File: config.mk
export PLATFORM = sky130hd
export DESIGN_NAME = shift_sweep_ctrl_flat
export DESIGN_NICKNAME = d
export VERILOG_FILES = /design/src/rtl/shift_sweep_ctrl_if.sv /design/src/rtl/shift_sweep_ctrl.sv /design/src/flat_wrapper.sv
export SDC_FILE = /design/constraint.sdc
export NUM_CORES = 1
export LEC_CHECK = 0
export CORE_ASPECT_RATIO = 1.2
export CORE_UTILIZATION = 44
export DETAILED_ROUTE_END_ITERATION = 16
export MAX_ROUTING_LAYER = met4
export PLACE_DENSITY = 0.78
export REMOVE_ABC_BUFFERS = 1
export SETUP_SLACK_MARGIN = 0.1
export SYNTH_ARGS = -nofsm -noshare
export SYNTH_HDL_FRONTEND = slang
export SYNTH_SLANG_ARGS = --single-unit
File: constraint.sdc
create_clock -name clk -period 2 [get_ports clk]
set_input_delay 0.3 -clock clk [delete_from_list [all_inputs] [get_ports clk]]
set_output_delay 0.3 -clock clk [all_outputs]
set_load 0.1 [all_outputs]
File: src/rtl/shift_sweep_ctrl_if.sv
// Signal bundle between a sweep host/shifter environment and shift_sweep_ctrl.
// SHIFT_SWEEP_BACKPRESSURE_EN adds res_ready for result handshaking.
interface shift_sweep_ctrl_if #(
   parameter int DATA_W = 8,
   parameter int AMT_W  = 3
);
   logic              start;
   logic [DATA_W-1:0] din;
   logic [AMT_W-1:0]  amt_first;
   logic [AMT_W-1:0]  amt_last;
   logic [DATA_W-1:0] sh_a;
   logic [AMT_W-1:0]  sh_amt;
   logic [DATA_W-1:0] sh_y;
   logic              res_valid;
   logic [DATA_W-1:0] res_data;
   logic [AMT_W-1:0]  res_amt;
   logic              busy;
   logic              done;
`ifdef SHIFT_SWEEP_BACKPRESSURE_EN
   logic              res_ready;
`endif

   // Host side: issues sweeps, models the shifter, consumes results.
   modport master (
`ifdef SHIFT_SWEEP_BACKPRESSURE_EN
      output res_ready,
`endif
      output start, din, amt_first, amt_last, sh_y,
      input  sh_a, sh_amt, res_valid, res_data, res_amt, busy, done
   );

   // Controller side.
   modport slave (
`ifdef SHIFT_SWEEP_BACKPRESSURE_EN
      input  res_ready,
`endif
      input  start, din, amt_first, amt_last, sh_y,
      output sh_a, sh_amt, res_valid, res_data, res_amt, busy, done
   );
endinterface

File: src/rtl/shift_sweep_ctrl.sv
// Sweeps a latched word through a range of shift amounts on an external shifter,
// capturing one result per amount. Optional macro: SHIFT_SWEEP_BACKPRESSURE_EN.
module shift_sweep_ctrl #(
   parameter int DATA_W   = 8,
   parameter int AMT_W    = 3,
   parameter int HOLD_CYC = 20
) (
   input  logic             clk,
   input  logic             rst,
   shift_sweep_ctrl_if.slave bus
);

   localparam int CNT_W = (HOLD_CYC > 1) ? $clog2(HOLD_CYC) : 1;
   localparam logic [CNT_W-1:0] HOLD_LAST = CNT_W'(HOLD_CYC - 1);
   localparam logic [CNT_W-1:0] CNT_ONE   = CNT_W'(1);
   localparam logic [AMT_W-1:0] AMT_ONE   = AMT_W'(1);

   typedef enum logic [2:0] {
      S_IDLE,
      S_DRIVE,
      S_CAPTURE,
      S_WAIT_ACK,
      S_FINISH
   } state_t;

   state_t            state_q, state_d;
   logic [CNT_W-1:0]  cnt_q, cnt_d;
   logic [DATA_W-1:0] sh_a_q, sh_a_d;
   logic [AMT_W-1:0]  sh_amt_q, sh_amt_d;
   logic [AMT_W-1:0]  amt_last_q, amt_last_d;
   logic              res_valid_q, res_valid_d;
   logic [DATA_W-1:0] res_data_q, res_data_d;
   logic [AMT_W-1:0]  res_amt_q, res_amt_d;
   logic              last_step;

   assign last_step = (sh_amt_q == amt_last_q);

   always_ff @(posedge clk) begin
      if (rst) begin
         state_q     <= S_IDLE;
         cnt_q       <= '0;
         sh_a_q      <= '0;
         sh_amt_q    <= '0;
         amt_last_q  <= '0;
         res_valid_q <= 1'b0;
         res_data_q  <= '0;
         res_amt_q   <= '0;
      end else begin
         state_q     <= state_d;
         cnt_q       <= cnt_d;
         sh_a_q      <= sh_a_d;
         sh_amt_q    <= sh_amt_d;
         amt_last_q  <= amt_last_d;
         res_valid_q <= res_valid_d;
         res_data_q  <= res_data_d;
         res_amt_q   <= res_amt_d;
      end
   end

   always_comb begin
      state_d     = state_q;
      cnt_d       = cnt_q;
      sh_a_d      = sh_a_q;
      sh_amt_d    = sh_amt_q;
      amt_last_d  = amt_last_q;
      res_valid_d = 1'b0;
      res_data_d  = res_data_q;
      res_amt_d   = res_amt_q;

      case (state_q)
         S_IDLE: begin
            if (bus.start) begin
               sh_a_d     = bus.din;
               sh_amt_d   = bus.amt_first;
               amt_last_d = bus.amt_last;
               cnt_d      = '0;
               state_d    = S_DRIVE;
            end
         end

         S_DRIVE: begin
            if (cnt_q == HOLD_LAST) begin
               state_d = S_CAPTURE;
            end else begin
               cnt_d = cnt_q + CNT_ONE;
            end
         end

         S_CAPTURE: begin
            res_valid_d = 1'b1;
            res_data_d  = bus.sh_y;
            res_amt_d   = sh_amt_q;
`ifdef SHIFT_SWEEP_BACKPRESSURE_EN
            state_d     = S_WAIT_ACK;
`else
            if (last_step) begin
               state_d = S_FINISH;
            end else begin
               sh_amt_d = sh_amt_q + AMT_ONE;
               cnt_d    = '0;
               state_d  = S_DRIVE;
            end
`endif
         end

`ifdef SHIFT_SWEEP_BACKPRESSURE_EN
         // The amount only advances on the handshake, so a stalled sweep keeps sh_amt.
         S_WAIT_ACK: begin
            if (bus.res_ready) begin
               if (last_step) begin
                  state_d = S_FINISH;
               end else begin
                  sh_amt_d = sh_amt_q + AMT_ONE;
                  cnt_d    = '0;
                  state_d  = S_DRIVE;
               end
            end else begin
               res_valid_d = 1'b1;
            end
         end
`endif

         S_FINISH: begin
            state_d = S_IDLE;
         end

         default: begin
            state_d = S_IDLE;
         end
      endcase
   end

   always_comb begin
      bus.sh_a      = sh_a_q;
      bus.sh_amt    = sh_amt_q;
      bus.res_valid = res_valid_q;
      bus.res_data  = res_data_q;
      bus.res_amt   = res_amt_q;
      bus.busy      = (state_q != S_IDLE);
      bus.done      = (state_q == S_FINISH);
   end

endmodule

File: src/flat_wrapper.sv
// flat-port wrapper written by rule: the top's interface ports become plain ports
module shift_sweep_ctrl_flat 
#(
   parameter int DATA_W   = 8,
   parameter int AMT_W    = 3,
   parameter int HOLD_CYC = 20
)
  (clk, rst, bus_start, bus_din, bus_amt_first, bus_amt_last, bus_sh_y, bus_sh_a, bus_sh_amt, bus_res_valid, bus_res_data, bus_res_amt, bus_busy, bus_done);
  shift_sweep_ctrl_if #(.DATA_W(DATA_W), .AMT_W(AMT_W)) bus_i ();
  input  logic clk;
  input  logic rst;
  input wire logic [$bits(bus_i.start)-1:0] bus_start;
  input wire logic [$bits(bus_i.din)-1:0] bus_din;
  input wire logic [$bits(bus_i.amt_first)-1:0] bus_amt_first;
  input wire logic [$bits(bus_i.amt_last)-1:0] bus_amt_last;
  input wire logic [$bits(bus_i.sh_y)-1:0] bus_sh_y;
  output wire logic [$bits(bus_i.sh_a)-1:0] bus_sh_a;
  output wire logic [$bits(bus_i.sh_amt)-1:0] bus_sh_amt;
  output wire logic [$bits(bus_i.res_valid)-1:0] bus_res_valid;
  output wire logic [$bits(bus_i.res_data)-1:0] bus_res_data;
  output wire logic [$bits(bus_i.res_amt)-1:0] bus_res_amt;
  output wire logic [$bits(bus_i.busy)-1:0] bus_busy;
  output wire logic [$bits(bus_i.done)-1:0] bus_done;
  assign bus_i.start = bus_start;
  assign bus_i.din = bus_din;
  assign bus_i.amt_first = bus_amt_first;
  assign bus_i.amt_last = bus_amt_last;
  assign bus_i.sh_y = bus_sh_y;
  assign bus_sh_a = bus_i.sh_a;
  assign bus_sh_amt = bus_i.sh_amt;
  assign bus_res_valid = bus_i.res_valid;
  assign bus_res_data = bus_i.res_data;
  assign bus_res_amt = bus_i.res_amt;
  assign bus_busy = bus_i.busy;
  assign bus_done = bus_i.done;
  shift_sweep_ctrl #(.DATA_W(DATA_W), .AMT_W(AMT_W), .HOLD_CYC(HOLD_CYC)) u_core (.clk(clk), .rst(rst), .bus(bus_i));
endmodule
==> flow_summary.toml <==
[power]
p_comb_frac = 0.181
total_power_mw = 1.51
p_sw_mw = 0.421
seqPwrFrac = 0.476
switching_share = 0.279
peakVddDrop_mv = 0.560
clkPwrFrac = 0.343
p_int_mw = 1.08
power.leakage_nw = 0.792
power.density_nw_per_um2 = 750

[critical_path]
path_cells = "nor3b_1 > buf_12"
r2r-start = "u_core.cnt_q[0]"
slowest_delay_ns = 0.54
crit_fanout = 9
critPathTopFamily = "flip-flops"
reg2reg_depth = 5
worst_ep_required_time_ns = 1.70
slowest_stage = "dfxtp_1"
cp-end-kind = "output pin"
crit_type = "flip-flop to output pin"
path_buf_inv = 1
rr_endpoint = "u_core.cnt_q[1]"
ff2ff_setup_slack_ns = 0.29
critPathArrivalTime_ns = 1.49
start_kind = "flip-flop"

[grt]
grt_pass1_wl_mm = 5.53
grt_pass1_vias = 1352
overflow = 0
grt_usage = 0.220
grt_max_degree = 17
antenna_found_initial = 0

[finish]
multi_input_comb_area_um2 = 714
diodes = 0
nets = 249
seq_area_um2 = 681
drive_above_1_share = 0.194
fin_util = 0.646
layout_common_cells = "49 x nand2_1, 34 x dfxtp_1, 27 x buf_4"
nFillCells = 258
layout_commonest_cell = "nand2_1"
fin_area_um2 = 2010
area_growth_pct = 37.1

[detailed_routing]
met1Wirelength_mm = 1.40
highest_layer = "met4"
dr_total_vias = 1379
ant_nets = 0
vias_per_cell = 5.34
wl_met2_mm = 1.63
post-route-drc-count = 0
routed-wl-met3_um = 144
drt-initial-drc-count = 13
firstDrtPassIters = 4
drt_wl_total_mm = 3.30
wl_per_cell_um = 12.8

[synthesis]
yosys.cell_types.count = 37
synthCells = 174
synth_top_area_frac = 0.465
synth.avg_cell_area_um2 = 8.42
netlist_area_um2 = 1470
ys_ff_latch = 34
synthTopCellsByArea = "dfxtp_1 46%, nand2_1 13%, a21oi_1 8.9%, a311oi_1 2.4%, nor2_1 2.3%"
yosysTopAreaCell = "dfxtp_1"
yosysWarnings = 0
yosysSeqAreaShare = 0.465

[timing]
relSlewSlack = 0.677
worst_pin_slew_ns = 0.484
rsz0062_at_grt = "no"
drv_slew = 0
finalHoldViolations = 0
finalCritPeriodShare = 0.896
setup_viol = 0
fmax_mhz = 558
fin_crit_ns = 1.79
fin_worst_skew_ns = 0.00815

[cts]
cts_buffers = 5
clock_path_buffers = 2
cts_setup_buffers = 0
h-tree-depth = 2
clock_latency_ns = 0.34
cts_num_sinks = 34
cts-root-buf = "clkbuf_4"
tritoncts = "done"
path_clk_slew_ns = 0.10

[floorplan]
die_y_um = 65.2
rows = 22
die_w_um = 54.7
num_io_pins = 50
start_util = 0.471
design.die.area_um2 = 3570
core_area_um2 = 3110

[placed_design]
routabilityCongestion = 0.728
place_hpwl_mm = 2.44
portBuffers = 49
dpl_cell_area_um2 = 1920

[min_path]
min_path_cells = 2
hp-start = "u_core.bus.res_data[0]"
whs_endpoint = "u_core.bus.res_data[0]"
holdCritPathClass = "flip-flop to flip-flop"

[status]
status = "completed"

[run]
cap_violations = 0
==> through the flow <==
| step | setup WS [ns] | hold WS [ns] | instances | TNS, ns |
|---|---|---|---|---|
| floorplan | -0.997 | 0.369 | 162 | -1.03 |
| global placement | 0.337 | 0.443 | 251 | 0 |
| detailed placement | 0.287 | 0.449 | 251 | 0 |
| CTS | 0.113 | 0.463 | 258 | 0 |
| global route | 0.122 | 0.485 | 258 | 0 |
| finish | 0.209 | 0.459 | 258 | 0 |
==> cell type report <==
class	count	area share
inverters	1	0.00187
well taps	36	0.0224
flip-flops and latches	34	0.339
clock inverters	1	0.0150
clock buffers	6	0.0255
multi-input cells	127	0.356
repair buffers	53	0.240
==> Yosys cell counts <==
cell and instances:
buf_4 2, nor3_4 1, xnor2_1 3, nand2b_2 1, nand3_1 3, nor3b_1 2
o31ai_1 1, clkbuf_1 7, o32ai_2 1, a311oi_1 4, mux2i_1 2, o21ai_0 1
nor4_1 1, and4bb_2 1, buf_6 2, a21oi_1 26, o21a_1 1, a21boi_0 1
nor3_1 3, a211o_1 1, ha_1 2, inv_1 1, or3b_1 2, nand2_1 49
a41oi_2 1, or3_1 1, dfxtp_1 34, nor3b_2 1, a31oi_1 1, and2_1 1
and4_1 2, clkbuf_2 1, nand2b_1 2, nand3b_1 1, a211oi_1 1, nor2_1 9
and3_1 1
==> metal layers <==
| metal | GRT usage | vias up |
|---|---|---|
| li1 | - | 691 |
| met1 | 0.242 | 629 |
| met2 | 0.348 | 45 |
| met3 | 0.0486 | 14 |
| met4 | 0.138 | 0 |
| met5 | - | - |
==> worst min-delay path, cell delays in order, from the launching register on <==
cell and delay [ns]:
dfxtp_1 0.32, nand2_1 0.05, a21oi_1 0.05
==> flip-flops by register name (all words and copies together) (netlist names) <==
signal / cells
u_core.bus.res_valid: 1
u_core.bus.res_amt: 3
u_core.cnt_q: 5
u_core.bus.sh_a: 8
u_core.bus.res_data: 8
u_core.bus.sh_amt: 3
u_core.amt_last_q: 3
u_core.state_q: 3
==> kinds of logic (layout without fill, tap and decap cells) <==
family                   Yosys count  after routing  share of synthesized area
XOR/XNOR                           3              3                     0.0179
AND/OR/NAND/NOR                   81             81                      0.268
AO/OA/AOI/OAI                     39             39                      0.169
buffers and inverters             13             61                     0.0495
flip-flops                        34             34                      0.465
adder cells (fa/ha/maj)            2              2                     0.0171
multiplexers                       2              2                     0.0137
==> power groups by stage <==
stage / clock (mW) / sequential, mW / combinational [mW]
3_5_place_dp: 0 / 0.732 / 0.272
6_report: 0.516 / 0.717 / 0.273
5_1_grt: 0.553 / 0.720 / 0.289
4_1_cts: 0.519 / 0.717 / 0.273
2_1_floorplan: 0 / 0.823 / 0.0753
3_3_place_gp: 0 / 0.730 / 0.267
==> what timing repair did <==
action                     CTS  global route
hold buffers                 0             0
resized for setup            0             1
setup endpoints to repair    0             1
==> worst max path at each step <==
stage                     depth (start not counted)  slack (ns)         startpoint         endpoint
after floorplan                                   1        -1.0  u_core.state_q[2]         bus_done
after global placement                            5        0.34          bus_start  u_core.cnt_q[1]
after detailed placement                          5        0.29          bus_start  u_core.cnt_q[1]
after CTS                                         3        0.11  u_core.state_q[2]         bus_busy
after global routing                              2        0.12  u_core.state_q[2]         bus_done
final                                             2        0.21  u_core.state_q[2]         bus_done
No activity file was read; power rests on OpenSTA's default activity.
